**src/rtl/dp_pkg.sv**
```systemverilog
// Shared datapath constants and operand type for the 16-bit arithmetic pipeline.
package dp_pkg;

  localparam int unsigned DP_WIDTH = 16;
  localparam int unsigned DP_HALF  = DP_WIDTH / 2;

  typedef logic [DP_WIDTH-1:0] dp_word_t;

endpackage : dp_pkg

```
**src/rtl/add16_pipe_add8.sv**
```systemverilog
// Combinational ripple adder (Add8) built from single-bit Full_adder cells;
// one instance per pipeline stage.
module Full_adder (
  input  logic a,
  input  logic b,
  input  logic cin,
  output logic s,
  output logic cout
);

  logic w_p;

  assign w_p  = a ^ b;
  assign s    = w_p ^ cin;
  assign cout = (a & b) | (cin & w_p);

endmodule : Full_adder

module Add8
  import dp_pkg::*;
#(
  parameter int unsigned WIDTH = DP_HALF
) (
  input  logic [WIDTH-1:0] a,
  input  logic [WIDTH-1:0] b,
  input  logic             cin,
  output logic [WIDTH-1:0] sum,
  output logic             cout
);

  logic [WIDTH:0] w_c;

  assign w_c[0] = cin;

  for (genvar g = 0; g < WIDTH; g++) begin : g_bit
    Full_adder u_fa (
      .a    (a[g]),
      .b    (b[g]),
      .cin  (w_c[g]),
      .s    (sum[g]),
      .cout (w_c[g+1])
    );
  end

  assign cout = w_c[WIDTH];

endmodule : Add8

```
**src/rtl/add16_pipe.sv**
```systemverilog
// Two-stage pipelined adder: low half in stage 1, high half in stage 2, valid/ready
// on both sides. Define ADD16_OVF_EN to add the registered signed-overflow output ovf.
module add16_pipe
  import dp_pkg::*;
#(
  parameter int unsigned WIDTH = DP_WIDTH
) (
  input  logic             clk,
  input  logic             rst,
  input  logic             in_valid,
  output logic             in_ready,
  input  logic [WIDTH-1:0] a,
  input  logic [WIDTH-1:0] b,
  input  logic             cin,
  output logic             out_valid,
  input  logic             out_ready,
  output logic [WIDTH-1:0] o,
  output logic             carry
`ifdef ADD16_OVF_EN
  ,
  output logic             ovf
`endif
);

  localparam int unsigned HALF = WIDTH / 2;

  logic            w_s1_en;
  logic            w_s2_en;
  logic [HALF-1:0] w_lo_sum;
  logic            w_lo_c;
  logic [HALF-1:0] w_hi_sum;
  logic            w_hi_c;

  logic            r_s1_valid;
  logic [HALF-1:0] r_s1_lo;
  logic            r_s1_c8;
  logic [HALF-1:0] r_s1_ahi;
  logic [HALF-1:0] r_s1_bhi;

  logic             r_out_valid;
  logic [WIDTH-1:0] r_o;
  logic             r_carry;

  // No skid buffer: a stalled output propagates straight back to in_ready.
  assign w_s2_en  = !r_out_valid || out_ready;
  assign w_s1_en  = !r_s1_valid || w_s2_en;
  assign in_ready = w_s1_en;

  Add8 #(.WIDTH(HALF)) u_add_lo (
    .a    (a[HALF-1:0]),
    .b    (b[HALF-1:0]),
    .cin  (cin),
    .sum  (w_lo_sum),
    .cout (w_lo_c)
  );

  Add8 #(.WIDTH(HALF)) u_add_hi (
    .a    (r_s1_ahi),
    .b    (r_s1_bhi),
    .cin  (r_s1_c8),
    .sum  (w_hi_sum),
    .cout (w_hi_c)
  );

  always_ff @(posedge clk) begin
    if (rst) begin
      r_s1_valid <= 1'b0;
      r_s1_lo    <= '0;
      r_s1_c8    <= 1'b0;
      r_s1_ahi   <= '0;
      r_s1_bhi   <= '0;
    end else if (w_s1_en) begin
      r_s1_valid <= in_valid;
      r_s1_lo    <= w_lo_sum;
      r_s1_c8    <= w_lo_c;
      r_s1_ahi   <= a[WIDTH-1:HALF];
      r_s1_bhi   <= b[WIDTH-1:HALF];
    end
  end

  always_ff @(posedge clk) begin
    if (rst) begin
      r_out_valid <= 1'b0;
      r_o         <= '0;
      r_carry     <= 1'b0;
    end else if (w_s2_en) begin
      r_out_valid <= r_s1_valid;
      r_o         <= {w_hi_sum, r_s1_lo};
      r_carry     <= w_hi_c;
    end
  end

`ifdef ADD16_OVF_EN
  logic r_ovf;

  // Operand sign bits are the MSBs of the high halves already held in stage 1.
  always_ff @(posedge clk) begin
    if (rst) begin
      r_ovf <= 1'b0;
    end else if (w_s2_en) begin
      r_ovf <= (r_s1_ahi[HALF-1] == r_s1_bhi[HALF-1]) &&
               (w_hi_sum[HALF-1] != r_s1_ahi[HALF-1]);
    end
  end

  assign ovf = r_ovf;
`endif

  assign out_valid = r_out_valid;
  assign o         = r_o;
  assign carry     = r_carry;

endmodule : add16_pipe

```
**config.mk**
```make
export PLATFORM = sky130hd
export DESIGN_NAME = add16_pipe
export DESIGN_NICKNAME = d
export VERILOG_FILES = /design/src/rtl/dp_pkg.sv /design/src/rtl/add16_pipe_add8.sv /design/src/rtl/add16_pipe.sv
export SDC_FILE = /design/constraint.sdc
export NUM_CORES = 1
export LEC_CHECK = 0
export CORE_UTILIZATION = 47
export CTS_CLUSTER_SIZE = 28
export DETAILED_ROUTE_END_ITERATION = 10
export HOLD_SLACK_MARGIN = 0.08
export PLACE_DENSITY = 0.9
export SYNTH_ARGS = -nofsm -noshare
export SYNTH_HDL_FRONTEND = slang
export SYNTH_SLANG_ARGS = --single-unit
export TNS_END_PERCENT = 30
```
**constraint.sdc**
```tcl
create_clock -name clk -period 4.9 [get_ports clk]
set_input_delay 1.225 -clock clk [delete_from_list [all_inputs] [get_ports clk]]
set_output_delay 1.225 -clock clk [all_outputs]
set_load 0.005 [all_outputs]
```
# Word level (Yosys, flattened, before mapping)
# Index checks and enable logic that the tools add are counted.
# W data, S select, Z words.
op_classes:
  reduce_logical: 4
  bitwise: 80
op_table:
  columns: ["cell", "count"]
  rows:
  - ["$and A1 B1 Y1", 32]
  - ["$xor A1 B1 Y1", 32]
  - ["$or A1 B1 Y1", 16]
  - ["$logic_not A1 Y1", 2]
  - ["$logic_or A1 B1 Y1", 2]
totals:
  inputBits: 37
  regBits: 44
  out_inout_bits: 19

# Longest topological paths before layout
# Gate-level depths: netlist of run 1.
depth:
  depth_word: 17
  ltp_mapped: 12
  depth_no_buf: 12

# Hierarchy
# A second synthesis of run 1 with hierarchy kept.
unflattened:
  hier_cells: 208
  hier_area_um2: 1955.6
modules_own_cells:
  columns: ["module", "area_each_um2", "cells_per_inst", "n_inst", "seq_area_each_um2"]
  rows:
  - ["add16_pipe", 1635.3, 192, 1, 880.8]
  - ["Full_adder", 20.0, 1, 16, 0.0]

# Worst setup path before layout of run 1
# Ideal clock, no wire load.
synth_timing:
  kind: "input port to flip-flop"
  startpoint: "in a[0]"
  endpoint: "reg r_s1_lo[7]"
  slack_ns: 0.450
  stages: 12
  t_arrival_ns: 4.364
  cell_sequence: "inv_1 > fa_1 > inv_1 > fa_1 > fa_1 > fa_1 > fa_1 > fa_1 > fa_1 > inv_1 > fa_1 > a211oi_1"
synth_via:
  elab_chain_len: 16
synth_lines:
  columns: ["item", "line", "text"]
  rows:
  - ["from (decl)", "add16_pipe.sv:12", "input logic [WIDTH-1:0] a,"]
  - ["$xor A1 B1 Y1", "add16_pipe_add8.sv:13", "assign w_p = a ^ b;"]
  - ["$and A1 B1 Y1", "add16_pipe_add8.sv:15", "assign cout = (a & b) | (cin & w_p);"]
  - ["$or A1 B1 Y1 (*)", "add16_pipe_add8.sv:15", null]
  - ["$and A1 B1 Y1 (*)", "add16_pipe_add8.sv:15", null]
  - ["$or A1 B1 Y1 (*)", "add16_pipe_add8.sv:15", null]
  - ["$and A1 B1 Y1 (*)", "add16_pipe_add8.sv:15", null]
  - ["$or A1 B1 Y1 (*)", "add16_pipe_add8.sv:15", null]
  - ["$and A1 B1 Y1 (*)", "add16_pipe_add8.sv:15", null]
  - ["$or A1 B1 Y1 (*)", "add16_pipe_add8.sv:15", null]
  - ["$and A1 B1 Y1 (*)", "add16_pipe_add8.sv:15", null]
  - ["$or A1 B1 Y1 (*)", "add16_pipe_add8.sv:15", null]
  - ["$and A1 B1 Y1 (*)", "add16_pipe_add8.sv:15", null]
  - ["$or A1 B1 Y1 (*)", "add16_pipe_add8.sv:15", null]
  - ["$and A1 B1 Y1 (*)", "add16_pipe_add8.sv:15", null]
  - ["$or A1 B1 Y1 (*)", "add16_pipe_add8.sv:15", null]
  - ["$xor A1 B1 Y1 (*)", "add16_pipe_add8.sv:14", "assign s = w_p ^ cin;"]
  - ["to (signal assigned)", "add16_pipe.sv:74", "r_s1_lo <= w_lo_sum;"]
  - ["to (decl)", "add16_pipe.sv:35", "logic [HALF-1:0] r_s1_lo;"]
# Mark *: on every way between the ends. The rest lies on a longest branch, timed or not.
# A chain may end at the register's enable or synchronous reset.

# Worst setup path after layout of run 1
layout_timing:
  startpoint: "in b[0]"
  endpoint: "reg r_s1_lo[7]"
layout_via:
  elab_chain_len: 16
layout_lines:
  columns: ["item", "line", "text"]
  rows:
  - ["from (decl)", "add16_pipe.sv:13", "input logic [WIDTH-1:0] b,"]
  - ["$xor A1 B1 Y1", "add16_pipe_add8.sv:13", null]
  - ["$and A1 B1 Y1", "add16_pipe_add8.sv:15", null]
  - ["$or A1 B1 Y1 (*)", "add16_pipe_add8.sv:15", null]
  - ["$and A1 B1 Y1 (*)", "add16_pipe_add8.sv:15", null]
  - ["$or A1 B1 Y1 (*)", "add16_pipe_add8.sv:15", null]
  - ["$and A1 B1 Y1 (*)", "add16_pipe_add8.sv:15", null]
  - ["$or A1 B1 Y1 (*)", "add16_pipe_add8.sv:15", null]
  - ["$and A1 B1 Y1 (*)", "add16_pipe_add8.sv:15", null]
  - ["$or A1 B1 Y1 (*)", "add16_pipe_add8.sv:15", null]
  - ["$and A1 B1 Y1 (*)", "add16_pipe_add8.sv:15", null]
  - ["$or A1 B1 Y1 (*)", "add16_pipe_add8.sv:15", null]
  - ["$and A1 B1 Y1 (*)", "add16_pipe_add8.sv:15", null]
  - ["$or A1 B1 Y1 (*)", "add16_pipe_add8.sv:15", null]
  - ["$and A1 B1 Y1 (*)", "add16_pipe_add8.sv:15", null]
  - ["$or A1 B1 Y1 (*)", "add16_pipe_add8.sv:15", null]
  - ["$xor A1 B1 Y1 (*)", "add16_pipe_add8.sv:14", null]
# Marked as above.

==> flow_metrics.py, run 1 <==
metrics = {
    "power_and_ir_drop": {
        "power_mw": 0.781,
        "ir_worst_vdd_mv": 0.142,
        "powerDensity_mw_per_mm2": 301,
        "leakagePower_nw": 1.05,
    },
    "grt": {
        "grt_use_met2_pct": 34.0,
        "grt_pass1_vias": 1478,
        "grt_start_max_net_pins": 45,
        "busiest_layer": "met2",
        "grtUsageTotal_pct": 19.8,
        "grt_antenna_before_repair": 0,
        "overflow": 0,
        "grt_use_met1_pct": 23.0,
        "grt_pass1_wl_um": 6400,
        "grt_util_met3_pct": 3.60,
    },
    "worst_setup_path": {
        "crit_required_ns": 5.11,
        "worst_setup_path_start_kind": "input port",
        "endpoint_kind": "flip-flop",
        "crit_fanout": 1,
        "path_class": "input port to flip-flop",
        "arrival_ns": 4.90,
    },
    "clock_tree": {
        "cts_root_buf": "clkbuf_8",
        "numCtsBuffers": 5,
        "post_cts_buffers": 0,
        "clk_path_buf_depth": 2,
        "clk_pin_slew_worst_paths_ns": 0.07,
        "clock-sinks": 44,
        "clock_latency_ns": 0.29,
        "cts_max_level": 2,
        "cts_tree": "built",
    },
    "timing": {
        "holdWs_ns": 0.450,
        "clock_skew_ns": 0.00380,
        "finalSetupTns_ns": 0,
        "finalHoldViolCount": 0,
        "max_clock_freq_ghz": 0.213,
        "final.min_clock_period_ns": 4.70,
        "min_period_over_period_pct": 95.9,
        "setup_slack_ns": 0.203,
        "relSlewSlack_pct": 29.7,
        "rsz0062_at_grt": "no",
        "setup_viol": 0,
        "tightest_slew_ns": 1.05,
        "maxSlewViolCount": 0,
    },
    "detailed_routing": {
        "first_pass_iters": 4,
        "drt-initial-drc-count": 97,
        "ant_nets": 0,
        "viasPerCell": 4.86,
        "drc": 0,
        "drt-total-wl_um": 3900,
        "avgRoutedWirePerCell_um": 12.4,
        "vias": 1532,
    },
    "placed_design": {
        "port_buffers": 55,
        "dpl_cell_area_mm2": 0.00249,
        "hpwl_um": 2780,
        "pre_cts_ws_ns": -0.174,
        "gp_congestion": 0.736,
        "dp.cells": 308,
    },
    "yosys": {
        "synthCells": 216,
        "ys_ff_latch": 44,
        "syn_nets": 269,
        "yosysWarnings": 0,
        "ys_seq_area_share_pct": 44.4,
        "yosys.area.top_type": "dfxtp_1",
        "syn_area_mm2": 0.00199,
        "synth_top_area_share_pct": 44.4,
        "synthDistinctLibCells": 19,
        "yosys-top-cells-area": "dfxtp_1 44%, fa_1 16%, nand2_1 12%",
        "synth.avg_cell_area_um2": 9.19,
    },
    "outcome": {
        "status": "completed",
    },
    "flow_run": {
        "drv_cap": 0,
    },
    "finish": {
        "finish.utilization_pct": 64.4,
        "fin_area_mm2": 0.00259,
        "final_cells": 315,
        "area_growth_pct": 30.6,
        "layout-drive-gt1-share_pct": 11.7,
        "antenna_cells": 0,
        "fin_nets": 318,
    },
    "floorplanning": {
        "core_mm2": 0.00403,
        "num_rows": 23,
        "initial_core_util_pct": 49.3,
        "io-pin-count": 56,
        "die_h_um": 67,
        "design.die.area_mm2": 0.00449,
        "die_x_um": 67,
    },
    "min_path": {
        "hold_class": "flip-flop to flip-flop",
    },
}
where the power goes:
group | internal [mW] | switching, mW | total (mW)
Combinational | 0.0783 | 0.0561 | 0.134
Clock | 0.126 | 0.116 | 0.241
Sequential | 0.388 | 0.0166 | 0.405
timing repair:
action                     4_1_cts  5_1_grt
setup endpoints to repair        0        1
hold buffers                     0        0
resized for setup                0        1
final cells by class:
type / instances / area, um^2
clock buffers: 7 / 96.3
fillers: 355 / 1440
inverters: 15 / 61.3
multi-input cells: 143 / 940
flip-flops and latches: 44 / 881
well taps: 50 / 62.6
repair buffers: 56 / 553
cells by family (layout without fill, tap and decap cells):
kind of cell / count (synthesis) / in the layout / synth area share, %
and+or+nand+nor: 85 / 85 / 17.8
adders and majority gates: 16 / 16 / 16.1
buffers and inverters: 29 / 78 / 8.44
AOI/OAI and AO/OA: 42 / 42 / 13.2
DFF: 44 / 44 / 44.4
state kept, by name, summed over array words and instances (netlist names):
| signal | flops |
|---|---|
| o | 16 |
| r_s1_ahi | 8 |
| r_s1_bhi | 8 |
| r_s1_lo | 8 |
| carry | 1 |
| out_valid | 1 |
| r_s1_c8 | 1 |
| r_s1_valid | 1 |
metal layers:
metal  wire length (um)  vias up  share of wire (%)
met5                  0        -                  0
met4                 93        0                2.4
met3                168        9                4.3
met2               2010       45                 52
met1               1630      713                 42
li1                   -      765                  -
critical path: stages:
cell and delay (ns):
clkdlybuf4s50_1 0.41, inv_1 0.08, fa_1 0.17, inv_1 0.05, fa_1 0.38, fa_2 0.36, fa_1 0.41, fa_1 0.40
fa_1 0.39, fa_1 0.36, inv_1 0.07, fa_1 0.41, a211oi_1 0.19
cells in the final DEF (no fill, tap or decap), drive strengths merged, types with 2 or more instances in the layout:
cell type	n
nor2	10
buf	2
fa	16
a21oi	36
a211oi	6
inv	15
nand2	72
dfxtp	44
clkbuf	7
clkdlybuf4s50	54
cells in the mapped netlist:
cell type,number
nand2_1,62
dfxtp_1,44
a21oi_1,26
fa_1,16
inv_1,14
a21oi_2,10
nand2_2,10
nor2_1,10
a211oi_1,6
buf_2,4
clkbuf_1,3
buf_1,2
buf_12,2
buf_6,2
and3b_1,1
clkbuf_2,1
inv_6,1
nand2b_1,1
nor2b_1,1
path summary, 6_finish.rpt:
| check | startpoint | to | slack, ns | cells past startpoint |
|---|---|---|---|---|
| min reg2reg | o[5] | o[5] | 0.45 | 2 |
| min | o[5] | o[5] | 0.45 | 2 |
| max reg2reg | r_s1_c8 | o[15] | 0.82 | 12 |
| max | b[0] | r_s1_lo[7] | 0.20 | 13 |
Note: power is estimated with default switching activity, not from simulation.
==> run 2: changes to the inputs <==
--- a/config.mk
+++ b/config.mk
@@ -5,11 +5,11 @@
 export SDC_FILE = /design/constraint.sdc
 export NUM_CORES = 1
 export LEC_CHECK = 0
-export CORE_UTILIZATION = 47
+export CORE_UTILIZATION = 34
 export CTS_CLUSTER_SIZE = 28
 export DETAILED_ROUTE_END_ITERATION = 10
 export HOLD_SLACK_MARGIN = 0.08
-export PLACE_DENSITY = 0.9
+export PLACE_DENSITY = 0.71
 export SYNTH_ARGS = -nofsm -noshare
 export SYNTH_HDL_FRONTEND = slang
 export SYNTH_SLANG_ARGS = --single-unit
==> flow_metrics.py, run 2 (synthesis results as in run 1) <==
metrics = {
    "outcome": {
        "status": "completed",
    },
    "detailed_routing": {
        "drc": 0,
        "drt-total-wl_um": 4010,
        "avgRoutedWirePerCell_um": 11.8,
        "drt-initial-drc-count": 95,
        "vias": 1512,
        "ant_nets": 0,
        "viasPerCell": 4.47,
        "first_pass_iters": 4,
    },
    "placed_design": {
        "pre_cts_ws_ns": -0.134,
        "hpwl_um": 2790,
        "gp_congestion": 0.717,
        "port_buffers": 55,
    },
    "timing": {
        "tightest_slew_ns": 1.12,
        "finalHoldViolCount": 0,
        "setup_viol": 0,
        "setup_slack_ns": 0.199,
        "final.min_clock_period_ns": 4.70,
        "min_period_over_period_pct": 95.9,
        "rsz0062_at_grt": "no",
        "relSlewSlack_pct": 25.3,
        "max_clock_freq_ghz": 0.213,
        "clock_skew_ns": 0.00697,
        "maxSlewViolCount": 0,
    },
    "clock_tree": {
        "post_cts_buffers": 0,
        "clk_path_buf_depth": 2,
        "clock-sinks": 44,
        "cts_tree": "built",
        "cts_root_buf": "clkbuf_8",
        "clock_latency_ns": 0.30,
        "clk_pin_slew_worst_paths_ns": 0.09,
        "cts_max_level": 2,
        "ctsHoldBuffers": 0,
        "ctsResizeCount": 0,
        "numCtsBuffers": 5,
    },
    "flow_run": {
        "drv_cap": 0,
    },
    "worst_setup_path": {
        "worst_setup_path_start_kind": "input port",
        "endpoint_kind": "flip-flop",
        "crit_fanout": 1,
        "reg2reg_depth": 12,
        "r2r-start": "r_s1_c8",
        "crit_required_ns": 5.11,
        "r2r-end": "o[15]",
        "ff2ff_setup_slack_ns": 0.76,
        "arrival_ns": 4.91,
        "path_class": "input port to flip-flop",
    },
    "grt": {
        "grt_pass1_wl_um": 6870,
        "grt_antenna_before_repair": 0,
        "grtUsageTotal_pct": 14.6,
        "grt_pass1_vias": 1529,
        "overflow": 0,
        "grt_start_max_net_pins": 45,
    },
    "min_path": {
        "hold_depth": 2,
        "whs_endpoint": "o[9]",
        "hold_start": "o[9]",
        "hold_class": "flip-flop to flip-flop",
    },
    "finish": {
        "largest_reg_flops": 16,
        "final_cell_mix": "62 x nand2_1, 54 x clkdlybuf4s50_1, 44 x dfxtp_1, 26 x a21oi_1, 16 x fa_1",
        "fill_cells": 563,
        "layout-drive-gt1-share_pct": 11.7,
        "layout_commonest_cell": "nand2_1",
        "antenna_cells": 0,
        "fin_nets": 318,
        "area_growth_pct": 32.6,
    },
    "floorplanning": {
        "die_x_um": 78.4,
        "io-pin-count": 56,
        "die_h_um": 78.4,
        "design.die.area_mm2": 0.00615,
        "core_mm2": 0.00557,
        "num_rows": 27,
        "initial_core_util_pct": 35.6,
    },
    "power_and_ir_drop": {
        "power_mw": 0.814,
        "leakagePower_nw": 1.06,
        "ir_worst_vdd_mv": 0.122,
        "powerDensity_mw_per_mm2": 309,
    },
}
run 2: through the flow:
stage                     TNS [ns]  std cells  util, %  hold WS (ns)  instance area [um^2]
after detailed placement    -0.134        330     45.3         0.443                  2520
after CTS                        0        338     47.3         0.454                  2630
after global routing             0        338     47.3         0.467                  2630
after global placement     -0.0509        330     45.3         0.438                  2520
after floorplan                  0        216        -         0.432                  1990
final                            0        338     47.3         0.451                  2630
run 2: layout make-up:
class | instances | area (um^2) | area share (%)
clock buffers | 5 | 68.8 | 2.61
multi-input cells | 143 | 937 | 35.6
clock inverters | 3 | 42.5 | 1.62
inverters | 15 | 61.3 | 2.33
repair buffers | 56 | 553 | 21.0
flip-flops and latches | 44 | 881 | 33.4
well taps | 72 | 90.1 | 3.42
run 2: critical path, cell delays in order:
cell,delay (ns)
clkdlybuf4s50_1,0.40
inv_1,0.08
fa_1,0.17
inv_1,0.05
fa_1,0.37
fa_1,0.42
fa_1,0.39
fa_1,0.38
fa_1,0.39
fa_1,0.38
inv_1,0.08
fa_1,0.40
a211oi_1,0.19
run 2: report_power, final:
part / switching (mW) / leakage, nW / internal (mW) / total (mW)
sequential: 0.0173 / 0.365 / 0.388 / 0.406
combinational: 0.0565 / 0.638 / 0.0791 / 0.136
clock: 0.122 / 0.0541 / 0.151 / 0.273
total: 0.196 / 1.06 / 0.618 / 0.814
run 2: metal layers:
metal	up-vias	track usage, %	routed length [um]
li1	771	-	-
met1	706	16.9	1820
met2	29	26.1	1990
met3	6	3.49	137
met4	0	5.56	55
met5	-	0	0
run 2: how the worst max path moves through the flow:
stage | startpoint | slack, ns | end
after floorplan | a[0] | 0.45 | r_s1_lo[7]
after global placement | a[0] | -0.05 | r_s1_lo[7]
after detailed placement | a[0] | -0.13 | r_s1_lo[7]
after CTS | a[0] | 0.18 | r_s1_lo[7]
after global routing | a[0] | 0.06 | r_s1_lo[7]
final | a[0] | 0.20 | r_s1_lo[7]
